File: config.mk
export PLATFORM = sky130hd
export DESIGN_NAME = csr_unit_flat
export DESIGN_NICKNAME = d
export VERILOG_FILES = /design/src/rtl/csr_unit_if.sv /design/src/rtl/csr_unit.sv /design/src/flat_wrapper.sv
export SDC_FILE = /design/constraint.sdc
export NUM_CORES = 1
export LEC_CHECK = 0
export CORE_ASPECT_RATIO = 1.1
export CORE_MARGIN = 8
export CORE_UTILIZATION = 50
export DETAILED_ROUTE_END_ITERATION = 12
export HOLD_SLACK_MARGIN = 0.03
export PLACE_DENSITY_LB_ADDON = 0.15
export SYNTH_ARGS = -nofsm -noshare
export SYNTH_HDL_FRONTEND = slang
export SYNTH_SLANG_ARGS = --single-unit
export TNS_END_PERCENT = 10
File: constraint.sdc
create_clock -name i_clk -period 7.85 [get_ports i_clk]
set_input_delay 1.57 -clock i_clk [delete_from_list [all_inputs] [get_ports i_clk]]
set_output_delay 1.57 -clock i_clk [all_outputs]
set_load 0.05 [all_outputs]
File: src/rtl/csr_unit_if.sv
// Decoded system-op types and the request/response bundle between
// the system-op decoder and the CSR unit.
package csr_unit_pkg;
  typedef enum logic [2:0] {
    SYSOP_NOP    = 3'd0,
    SYSOP_RW     = 3'd1,
    SYSOP_RS     = 3'd2,
    SYSOP_RC     = 3'd3,
    SYSOP_ECALL  = 3'd4,
    SYSOP_EBREAK = 3'd5,
    SYSOP_MRET   = 3'd6
  } rv32_sysop;

  // {read, write} enables
  typedef logic [1:0] rv32_csr_access;
  localparam rv32_csr_access CSR_NOP = 2'b00;
  localparam rv32_csr_access CSR_W   = 2'b01;
  localparam rv32_csr_access CSR_R   = 2'b10;
  localparam rv32_csr_access CSR_RW  = 2'b11;
endpackage

interface csr_unit_if;
  import csr_unit_pkg::*;

  logic           i_valid;
  logic           o_ready;
  rv32_sysop      i_sysop;
  rv32_csr_access i_csr_access;
  logic           i_invalid;
  logic [11:0]    i_csr_addr;
  logic [31:0]    i_operand;
  logic [31:0]    i_pc;
  logic           o_done;
  logic [31:0]    o_rdata;
  logic           o_redirect;
  logic [31:0]    o_target_pc;

  modport master (
    output i_valid, i_sysop, i_csr_access, i_invalid, i_csr_addr, i_operand, i_pc,
    input  o_ready, o_done, o_rdata, o_redirect, o_target_pc
  );

  modport slave (
    input  i_valid, i_sysop, i_csr_access, i_invalid, i_csr_addr, i_operand, i_pc,
    output o_ready, o_done, o_rdata, o_redirect, o_target_pc
  );
endinterface

File: src/rtl/csr_unit.sv
// Machine-mode CSR file and system-op execution stage: one op in flight,
// returns the old CSR value and a PC redirect for traps and MRET.
//
// state  | meaning
// IDLE   | ready for a request
// ACCESS | decode address, read old value, compute new value and trap
// RESP   | o_done pulse; CSR/trap state commits at the end of this cycle
module csr_unit
  import csr_unit_pkg::*;
#(
  parameter logic [31:0] HART_ID     = 32'd0,
  parameter logic [31:0] MTVEC_RESET = 32'h0000_0000,
  parameter logic [31:0] MISA_VALUE  = 32'h4000_0100
) (
  input  logic      i_clk,
  input  logic      i_rst_n,
  csr_unit_if.slave bus,
  input  logic      i_retire,
  input  logic      i_irq_ext,
  output logic      o_irq_pending
);

  typedef enum logic [1:0] {S_IDLE, S_ACCESS, S_RESP} state_t;

  state_t         r_state, w_next;
  logic           w_ready, w_done;

  rv32_sysop      r_sysop;
  rv32_csr_access r_acc;
  logic           r_invalid;
  logic [11:0]    r_addr;
  logic [31:0]    r_operand, r_pc;

  logic [31:0]    r_rdata, r_target, r_wdata;
  logic           r_redirect, r_trap, r_mret, r_wen;
  logic [3:0]     r_cause;
  logic [31:0]    r_tval;

  logic           r_mie, r_mpie, r_meie;
  logic [31:0]    r_mtvec, r_mscratch, r_mepc, r_mcause, r_mtval;
  logic [63:0]    r_mcycle, r_minstret;

  logic [31:0]    w_old, w_new, w_rdata, w_target, w_tval;
  logic           w_impl, w_csr_op, w_illegal, w_trap, w_mret, w_wen, w_redirect;
  logic [3:0]     w_cause;
  logic           w_commit, w_wr_cyc_lo, w_wr_cyc_hi, w_wr_ins_lo, w_wr_ins_hi;

  always_ff @(posedge i_clk or negedge i_rst_n) begin
    if (!i_rst_n) r_state <= S_IDLE;
    else          r_state <= w_next;
  end

  always_comb begin
    w_next  = r_state;
    w_ready = 1'b0;
    w_done  = 1'b0;
    case (r_state)
      S_IDLE: begin
        w_ready = 1'b1;
        if (bus.i_valid) w_next = S_ACCESS;
      end
      S_ACCESS: w_next = S_RESP;
      S_RESP: begin
        w_done = 1'b1;
        w_next = S_IDLE;
      end
      default: w_next = S_IDLE;
    endcase
  end

  always_ff @(posedge i_clk or negedge i_rst_n) begin
    if (!i_rst_n) begin
      r_sysop   <= SYSOP_NOP;
      r_acc     <= CSR_NOP;
      r_invalid <= 1'b0;
      r_addr    <= '0;
      r_operand <= '0;
      r_pc      <= '0;
    end else if (r_state == S_IDLE && bus.i_valid) begin
      r_sysop   <= bus.i_sysop;
      r_acc     <= bus.i_csr_access;
      r_invalid <= bus.i_invalid;
      r_addr    <= bus.i_csr_addr;
      r_operand <= bus.i_operand;
      r_pc      <= bus.i_pc;
    end
  end

  always_comb begin
    w_old  = '0;
    w_impl = 1'b1;
    case (r_addr)
      12'h300: w_old = {19'd0, 2'b11, 3'd0, r_mpie, 3'd0, r_mie, 3'd0};
      12'h301: w_old = MISA_VALUE;
      12'h304: w_old = {20'd0, r_meie, 11'd0};
      12'h305: w_old = r_mtvec;
      12'h340: w_old = r_mscratch;
      12'h341: w_old = r_mepc;
      12'h342: w_old = r_mcause;
      12'h343: w_old = r_mtval;
      12'h344: w_old = {20'd0, i_irq_ext, 11'd0};
      12'hB00: w_old = r_mcycle[31:0];
      12'hB80: w_old = r_mcycle[63:32];
      12'hB02: w_old = r_minstret[31:0];
      12'hB82: w_old = r_minstret[63:32];
      12'hF14: w_old = HART_ID;
      default: w_impl = 1'b0;
    endcase
  end

  always_comb begin
    case (r_sysop)
      SYSOP_RW: w_new = r_operand;
      SYSOP_RS: w_new = w_old | r_operand;
      default:  w_new = w_old & ~r_operand;
    endcase
  end

  // Decoder illegality takes priority over ECALL/EBREAK/MRET classification
  always_comb begin
    w_csr_op  = (r_sysop == SYSOP_RW) || (r_sysop == SYSOP_RS) || (r_sysop == SYSOP_RC);
    w_illegal = r_invalid
              | (w_csr_op & (|r_acc) & ~w_impl)
              | (w_csr_op & r_acc[0] & (r_addr[11:10] == 2'b11));
    w_trap    = w_illegal | (r_sysop == SYSOP_ECALL) | (r_sysop == SYSOP_EBREAK);
    w_mret    = ~w_illegal & (r_sysop == SYSOP_MRET);
    w_wen     = ~w_illegal & w_csr_op & r_acc[0];
    w_rdata   = (~w_illegal & w_csr_op & r_acc[1]) ? w_old : 32'd0;
    w_cause   = w_illegal ? 4'd2 : ((r_sysop == SYSOP_ECALL) ? 4'd11 : 4'd3);
    w_tval    = w_illegal ? 32'd0 : r_pc;
    w_redirect = w_trap | w_mret;
    w_target   = w_trap ? r_mtvec : (w_mret ? r_mepc : 32'd0);
  end

  always_ff @(posedge i_clk or negedge i_rst_n) begin
    if (!i_rst_n) begin
      r_rdata    <= '0;
      r_target   <= '0;
      r_wdata    <= '0;
      r_redirect <= 1'b0;
      r_trap     <= 1'b0;
      r_mret     <= 1'b0;
      r_wen      <= 1'b0;
      r_cause    <= '0;
      r_tval     <= '0;
    end else if (r_state == S_ACCESS) begin
      r_rdata    <= w_rdata;
      r_target   <= w_target;
      r_wdata    <= w_new;
      r_redirect <= w_redirect;
      r_trap     <= w_trap;
      r_mret     <= w_mret;
      r_wen      <= w_wen;
      r_cause    <= w_cause;
      r_tval     <= w_tval;
    end
  end

  always_ff @(posedge i_clk or negedge i_rst_n) begin
    if (!i_rst_n) begin
      r_mie      <= 1'b0;
      r_mpie     <= 1'b0;
      r_meie     <= 1'b0;
      r_mtvec    <= {MTVEC_RESET[31:2], 2'b00};
      r_mscratch <= '0;
      r_mepc     <= '0;
      r_mcause   <= '0;
      r_mtval    <= '0;
    end else if (r_state == S_RESP) begin
      if (r_trap) begin
        r_mepc   <= {r_pc[31:2], 2'b00};
        r_mcause <= {28'd0, r_cause};
        r_mtval  <= r_tval;
        r_mpie   <= r_mie;
        r_mie    <= 1'b0;
      end else if (r_mret) begin
        r_mie  <= r_mpie;
        r_mpie <= 1'b1;
      end else if (r_wen) begin
        case (r_addr)
          12'h300: begin
            r_mie  <= r_wdata[3];
            r_mpie <= r_wdata[7];
          end
          12'h304: r_meie     <= r_wdata[11];
          12'h305: r_mtvec    <= {r_wdata[31:2], 2'b00};
          12'h340: r_mscratch <= r_wdata;
          12'h341: r_mepc     <= {r_wdata[31:2], 2'b00};
          12'h342: r_mcause   <= r_wdata;
          12'h343: r_mtval    <= r_wdata;
          default: ;
        endcase
      end
    end
  end

  // A CSR write to either counter half suppresses that counter's increment
  assign w_commit    = (r_state == S_RESP) & r_wen;
  assign w_wr_cyc_lo = w_commit & (r_addr == 12'hB00);
  assign w_wr_cyc_hi = w_commit & (r_addr == 12'hB80);
  assign w_wr_ins_lo = w_commit & (r_addr == 12'hB02);
  assign w_wr_ins_hi = w_commit & (r_addr == 12'hB82);

  always_ff @(posedge i_clk or negedge i_rst_n) begin
    if (!i_rst_n) begin
      r_mcycle   <= '0;
      r_minstret <= '0;
    end else begin
      if (w_wr_cyc_lo)      r_mcycle[31:0]  <= r_wdata;
      else if (w_wr_cyc_hi) r_mcycle[63:32] <= r_wdata;
      else                  r_mcycle        <= r_mcycle + 64'd1;

      if (w_wr_ins_lo)      r_minstret[31:0]  <= r_wdata;
      else if (w_wr_ins_hi) r_minstret[63:32] <= r_wdata;
      else if (i_retire)    r_minstret        <= r_minstret + 64'd1;
    end
  end

  assign bus.o_ready     = w_ready;
  assign bus.o_done      = w_done;
  assign bus.o_rdata     = w_done ? r_rdata : 32'd0;
  assign bus.o_redirect  = w_done & r_redirect;
  assign bus.o_target_pc = w_done ? r_target : 32'd0;
  assign o_irq_pending   = r_mie & r_meie & i_irq_ext;

endmodule

File: src/flat_wrapper.sv
// flat-port wrapper written by rule: the top's interface ports become plain ports
module csr_unit_flat import csr_unit_pkg::*;
#(
  parameter logic [31:0] HART_ID     = 32'd0,
  parameter logic [31:0] MTVEC_RESET = 32'h0000_0000,
  parameter logic [31:0] MISA_VALUE  = 32'h4000_0100
)
  (i_clk, i_rst_n, i_retire, i_irq_ext, o_irq_pending, bus_i_valid, bus_i_sysop, bus_i_csr_access, bus_i_invalid, bus_i_csr_addr, bus_i_operand, bus_i_pc, bus_o_ready, bus_o_done, bus_o_rdata, bus_o_redirect, bus_o_target_pc);
  csr_unit_if bus_i ();
  input  logic i_clk;
  input  logic i_rst_n;
  input  logic i_retire;
  input  logic i_irq_ext;
  output logic o_irq_pending;
  input wire logic [$bits(bus_i.i_valid)-1:0] bus_i_valid;
  input wire logic [$bits(bus_i.i_sysop)-1:0] bus_i_sysop;
  input wire logic [$bits(bus_i.i_csr_access)-1:0] bus_i_csr_access;
  input wire logic [$bits(bus_i.i_invalid)-1:0] bus_i_invalid;
  input wire logic [$bits(bus_i.i_csr_addr)-1:0] bus_i_csr_addr;
  input wire logic [$bits(bus_i.i_operand)-1:0] bus_i_operand;
  input wire logic [$bits(bus_i.i_pc)-1:0] bus_i_pc;
  output wire logic [$bits(bus_i.o_ready)-1:0] bus_o_ready;
  output wire logic [$bits(bus_i.o_done)-1:0] bus_o_done;
  output wire logic [$bits(bus_i.o_rdata)-1:0] bus_o_rdata;
  output wire logic [$bits(bus_i.o_redirect)-1:0] bus_o_redirect;
  output wire logic [$bits(bus_i.o_target_pc)-1:0] bus_o_target_pc;
  assign bus_i.i_valid = bus_i_valid;
  assign bus_i.i_sysop = bus_i_sysop;
  assign bus_i.i_csr_access = bus_i_csr_access;
  assign bus_i.i_invalid = bus_i_invalid;
  assign bus_i.i_csr_addr = bus_i_csr_addr;
  assign bus_i.i_operand = bus_i_operand;
  assign bus_i.i_pc = bus_i_pc;
  assign bus_o_ready = bus_i.o_ready;
  assign bus_o_done = bus_i.o_done;
  assign bus_o_rdata = bus_i.o_rdata;
  assign bus_o_redirect = bus_i.o_redirect;
  assign bus_o_target_pc = bus_i.o_target_pc;
  csr_unit #(.HART_ID(HART_ID), .MTVEC_RESET(MTVEC_RESET), .MISA_VALUE(MISA_VALUE)) u_core (.i_clk(i_clk), .i_rst_n(i_rst_n), .bus(bus_i), .i_retire(i_retire), .i_irq_ext(i_irq_ext), .o_irq_pending(o_irq_pending));
endmodule
==> metrics, run 1 <==
unrepaired setup endpoints after global routing no; clock sink total 504; hold endpoint u_core.r_cause[1]; Seq/Total Area, Yosys ~48%; clock latency on the worst-skew pair 0.62 ns; initial antenna violation count 7; synthesized area around 26000 µm²; VDD IR max around 0.21 mV; wire per inst between 30 and 40 µm; Worst Hold Launch u_core.r_cause[1]; post-cts resize count 0; # nets final 2817; TritonCTS clock tree built; layout cells sized above 1 between 10% and 20%; reg-to-reg endpoint u_core.r_minstret[61]; Max Cap Viol 1; Main synth FF type dfrtp_1; Setup TNS Final 0 ns; Finish-stage setup viols 0; Tot GR Track Use between 30 and 40%; clock buffer count from CTS 53; r2r startpoint u_core.r_addr[0]; Clock Skew between 0.02 and 0.025 ns; maximum buffer depth of the clock tree 3; Async S/R FF share, synth between 90% and 100%; I/O Pins 155; hold buffer count at CTS 0; Place WS roughly 3.3 ns; post-route worst setup slack 3.25 ns; outcome finished, violations left; routed via count 23500; worst hold path depth 1; sequential cell area about 13000 µm²; Post-CTS Setup Inserts 0; worst setup path category in -> out; clock network power share a little under a third; Setup crit start kind input port; first drt pass iteration count 7; Mean Syn Cell Area 9.79 µm²; die height 256 µm; Die ar. 59900 µm²; Top Registers u_core.r_mcycle x64, u_core.r_minstret x64; final worst path period share 58.6%; starting DRC count in detailed routing 2851; port bufs 152; Filler Cells Inserted 4425; drt total wl about 100000 µm; sequential share of power 47.3%; pins over their slew limit 0; Reg2Reg Setup Slack 3.79 ns; Slew @ Worst Pin 1.46 ns; commonest cells after routing, fill and taps aside dfrtp_1, nand2_1, o21ai_0; first-pass GRT wire length 153000 µm; failing checks capacitance limit; critical path fanouts, max 2; Clock transition at path regs 0.06 ns; Netlist cell types 87; CP required 6.28 ns; R2R depth 7; grt ovf 0; DRC viols 0; Logic pwr share 20.7%; Net Switching 3.02 mW; Leak Pwr 12.2 nW; H-tree depth 2; CTS Root Cell clkbuf_16; P&R area growth vs syn 15.2%; Hold Path Class reg -> reg; Worst Path Arrival 3.03 ns; core area 52100 µm²; gpl congestion between 1 and 1.5; Final ANT Viol Nets 0; Max Clock Freq 218 MHz; synthesis-stage register bit count 504; Synth Warn # 0; Post-Syn Instances between 2000 and 3000; multi-input logic area 12800 µm²; pin count of the biggest net entering global routing between 100 and 150; Crit. End Element output pin; Power per Cell Area 281 nW/µm²; row count a little under 90; Hold Vio Cnt, Final 0; Die Width approximately 230 µm; Period minus WS final 4.60 ns; vias in the first global route 22600; Initial Utilization 50.2%; post-DP HPWL 71200 µm; commonest non-fill, non-tap cell in the layout dfrtp_1; Rel. slew slack 1.47%; internal cell power 5.44 mW; vias per cell 6.83; sw frac between 30% and 40%; EDFF count, synth 0
per-stage QoR:
stage               instances  util [%]  hold slack [ns]  instance area (µm²)  total power, mW
floorplan                2674         -            0.435                26200             4.70
global placement         3348      54.3            0.453                28300             5.65
CTS                      3443      57.9            0.481                30100             8.40
finish                   3445      57.9            0.480                30200             8.46
detailed placement       3348      54.3            0.465                28300             5.71
global route             3445      57.9            0.501                30200             8.74
power groups by stage:
stage | clock [mW] | sequential (mW) | combinational (mW)
2_1_floorplan | 0 | 3.46 | 1.25
3_3_place_gp | 0 | 3.98 | 1.67
3_5_place_dp | 0 | 4.00 | 1.71
4_1_cts | 2.72 | 3.95 | 1.73
5_1_grt | 2.83 | 4.02 | 1.89
6_report | 2.70 | 4.00 | 1.76
Yosys cell counts (20+ instances only):
cell	number	area share (%)
o211ai_1	29	0.83
nand4_1	57	1.4
nand2_1	279	4.0
o22ai_1	38	0.91
and2_1	69	1.6
a21oi_1	173	3.3
o21ai_0	230	4.4
and3_1	44	1.1
clkbuf_1	165	2.4
nand3_1	100	1.9
nor2b_1	36	0.86
buf_2	20	0.38
a22oi_1	79	2.3
or4_1	20	0.57
mux2_2	195	8.4
nor2_1	144	2.1
nor3_1	51	0.98
xor2_1	21	0.70
nor4_1	26	0.62
a22o_1	43	1.4
mux2i_1	43	1.6
dfrtp_1	504	48
xnor2_1	22	0.74
layer usage:
metal | share of wire [%] | GRT usage [%]
met4 | 8.2 | 22.7
met5 | 0.012 | 0
met1 | 37 | 43.1
met3 | 9.9 | 8.81
met2 | 45 | 51.6
layout make-up:
class,count,share of cell area (%)
Antenna cell,2,0.0166
Clock buffer,80,5.24
Clock inverter,15,0.925
Inverter,16,0.199
Multi-Input combinational cell,1949,42.5
Sequential cell,504,41.8
Tap cell,675,2.80
Timing Repair Buffer,204,6.48
critical path, cell delays in order:
cell and delay (ns):
clkdlybuf4s50_1 0.48, and3_1 0.16, clkdlybuf4s50_1 0.81
how the worst max path moves through the flow:
| stage | startpoint | to | slack [ns] | cells past startpoint |
|---|---|---|---|---|
| after floorplan | i_irq_ext | o_irq_pending | 4.27 | 1 |
| after global placement | i_irq_ext | o_irq_pending | 3.27 | 3 |
| after detailed placement | i_irq_ext | o_irq_pending | 3.25 | 3 |
| after CTS | i_irq_ext | o_irq_pending | 3.25 | 3 |
| after global routing | i_irq_ext | o_irq_pending | 3.22 | 3 |
| final | i_irq_ext | o_irq_pending | 3.25 | 3 |
cells by family after synthesis:
logic type | after synthesis | share of synthesized area [%]
other | 1 | 0.0143
AO/OA/AOI/OAI | 737 | 17.9
flip-flops | 504 | 48.2
multiplexers | 250 | 11.1
adder cells (fa/ha/maj) | 2 | 0.0956
XOR/XNOR | 43 | 1.44
AND/OR/NAND/NOR | 915 | 17.9
buffers and inverters | 221 | 3.36
No activity file was read; power rests on OpenSTA's default activity.
==> run 2, diff against run 1 <==
==> constraint.sdc (replaced) <==
create_clock -name i_clk -period 3.97 [get_ports i_clk]
set_input_delay 0.794 -clock i_clk [delete_from_list [all_inputs] [get_ports i_clk]]
set_output_delay 0.794 -clock i_clk [all_outputs]
set_load 0.05 [all_outputs]
==> metrics, run 2 (synthesis gave the netlist of run 1 again) <==
outcome complete, no violations; Leak Pwr 12.5 nW (+1.8%); final worst path period share about nine tenths; Power per Cell Area 550 nW/µm² (+96%); post-DP HPWL 78800 µm (+11%); worst setup path category reg -> out; Max Clock Freq 283 MHz; Die ar. 59900 µm² (unchanged); CTS Root Cell clkbuf_16; initial antenna violation count 11 (+4); metal2 WL 51100 µm (+9.6%); Period minus WS final 3.54 ns; pins over their slew limit 0 (unchanged); vias per cell 6.84 (about the same); # nets final 2866 (+1.7%); Net Switching 6.25 mW (+110%); routed via count 23900 (+1.7%); layout cells sized above 1 15.5% (+1.4 points); Max Cap Viol 0 (-1); post-cts resize count 0 (unchanged); Clock transition at path regs 0.06 ns (about the same); first drt pass iteration count 6 (-1); Tot GR Track Use 36.9% (+2.6 points); core area 52100 µm² (unchanged); vias in the first global route 23200 (+2.4%); row count 88 (unchanged); P&R area growth vs syn 16.6%; Setup TNS Final 0 ns (unchanged); Setup crit start kind flip-flop; internal cell power 10.5 mW (+94%); wire per inst 32.0 µm (+5.6%); clock buffer count from CTS 53 (unchanged); I/O Pins 155 (unchanged); gpl congestion 1.03 (-0.90%); drt total wl 112000 µm (+7.3%); die height 256 µm (unchanged); starting DRC count in detailed routing 2925 (+2.6%); Crit. End Element output pin; DRC viols 0 (unchanged); Final ANT Viol Nets 0 (unchanged); maximum buffer depth of the clock tree 3 (unchanged); clock sink total 504 (unchanged); Hold Path Class in -> async; first-pass GRT wire length 163000 µm (+6.4%); critical path fanouts, max 25 (+23); CP required 3.18 ns (-3.10 ns); commonest non-fill, non-tap cell in the layout dfrtp_1; port bufs 152 (unchanged); sequential share of power 48.2% (+0.9 points); Top Registers u_core.r_mcycle x64, u_core.r_minstret x64; Logic pwr share 21.3% (+0.6 points); Post-CTS Setup Inserts 0 (unchanged); Clock Skew 0.0161 ns (-0.00511 ns); commonest cells after routing, fill and taps aside dfrtp_1, nand2_1, o21ai_0; Finish-stage setup viols 0 (unchanged); Die Width 234 µm (unchanged); TritonCTS clock tree built; Max Used Layer met5; VDD IR max 0.433 mV (+100%); unrepaired setup endpoints after global routing no; Met3 Wirelength 11100 µm (+7.4%); sw frac 37.2% (+1.4 points); grt ovf 0 (unchanged); fin area 30500 µm² (+1.2%); Worst Path Arrival 2.74 ns (-0.29 ns); Initial Utilization 50.2% (unchanged); Rel. slew slack 15.5% (+14 points); Hold Vio Cnt, Final 0 (unchanged); Placed Area 28700 µm² (+1.6%); hold buffer count at CTS 0 (unchanged); Slew @ Worst Pin 1.27 ns (-0.195 ns); M1 WL 41400 µm (+6.4%); pin count of the biggest net entering global routing 100 (-32%); clock network power share 30.6% (-1.3 points); H-tree depth 2 (unchanged); clock latency on the worst-skew pair 0.62 ns (about the same)
run 2: cell count changes in the layout (fill, tap and decap cells not counted), sizes merged:
cell      before  now
clkbuf        80   81
diode          2    8
buf           53  102
clkinv         6   10
clkinvlp       1    2
bufinv         7    3
run 2: metrics by stage:
stage	utilization [%]	hold slack [ns]	std cells	total power, mW	worst slack (ns)
global placement	55.2	0.457	3397	11.4	0.886
detailed placement	55.2	0.462	3397	11.6	0.760
CTS	58.6	0.289	3494	16.7	0.443
floorplan	-	0.435	2674	9.30	1.21
global route	58.6	0.285	3495	17.3	0.371
finish	58.6	0.217	3502	16.8	0.434
run 2: layout make-up:
class,instances,area [µm²]
diodes,8,20.0
clock buffers,81,1580
clock inverters,16,186
fillers,4556,21600
inverters,16,60.1
multi-input cells,1949,12800
flip-flops and latches,504,12600
well taps,675,845
repair buffers,253,2410
run 2: power groups by stage:
stage / registers [mW] / clock network, mW / logic (mW)
6_report: 8.08 / 5.13 / 3.57
5_1_grt: 8.10 / 5.35 / 3.86
4_1_cts: 7.97 / 5.17 / 3.53
3_5_place_dp: 8.05 / 0 / 3.50
3_3_place_gp: 8.04 / 0 / 3.41
2_1_floorplan: 6.83 / 0 / 2.46
run 2: per-layer routing:
metal	up-vias	GRT usage, %
li1	10100	-
met5	-	0
met3	381	9.29
met1	12100	46.1
met4	4	23.1
met2	1384	56.6
run 2: critical path, cell delays in order, from the launching register on:
cell and delay [ns]:
dfrtp_1 0.46, nor2b_4 0.35, buf_4 0.31, and2_1 0.19
clkdlybuf4s50_1 0.81
run 2: worst paths after layout:
kind                                  endpoint  slack (ns)              start  cells past startpoint
setup / recovery                bus_o_redirect        0.43  u_core.r_state[0]                      4
hold / removal              u_core.r_rdata[14]        0.22            i_rst_n                      1
setup reg to reg            u_core.r_rdata[24]        0.68   u_core.r_addr[1]                      7
hold reg to reg              u_core.r_cause[1]        0.47  u_core.r_cause[1]                      1
max in group asynchronous  u_core.r_mcause[21]        2.46            i_rst_n                      3
min in group i_clk           u_core.r_cause[1]        0.47  u_core.r_cause[1]                      1
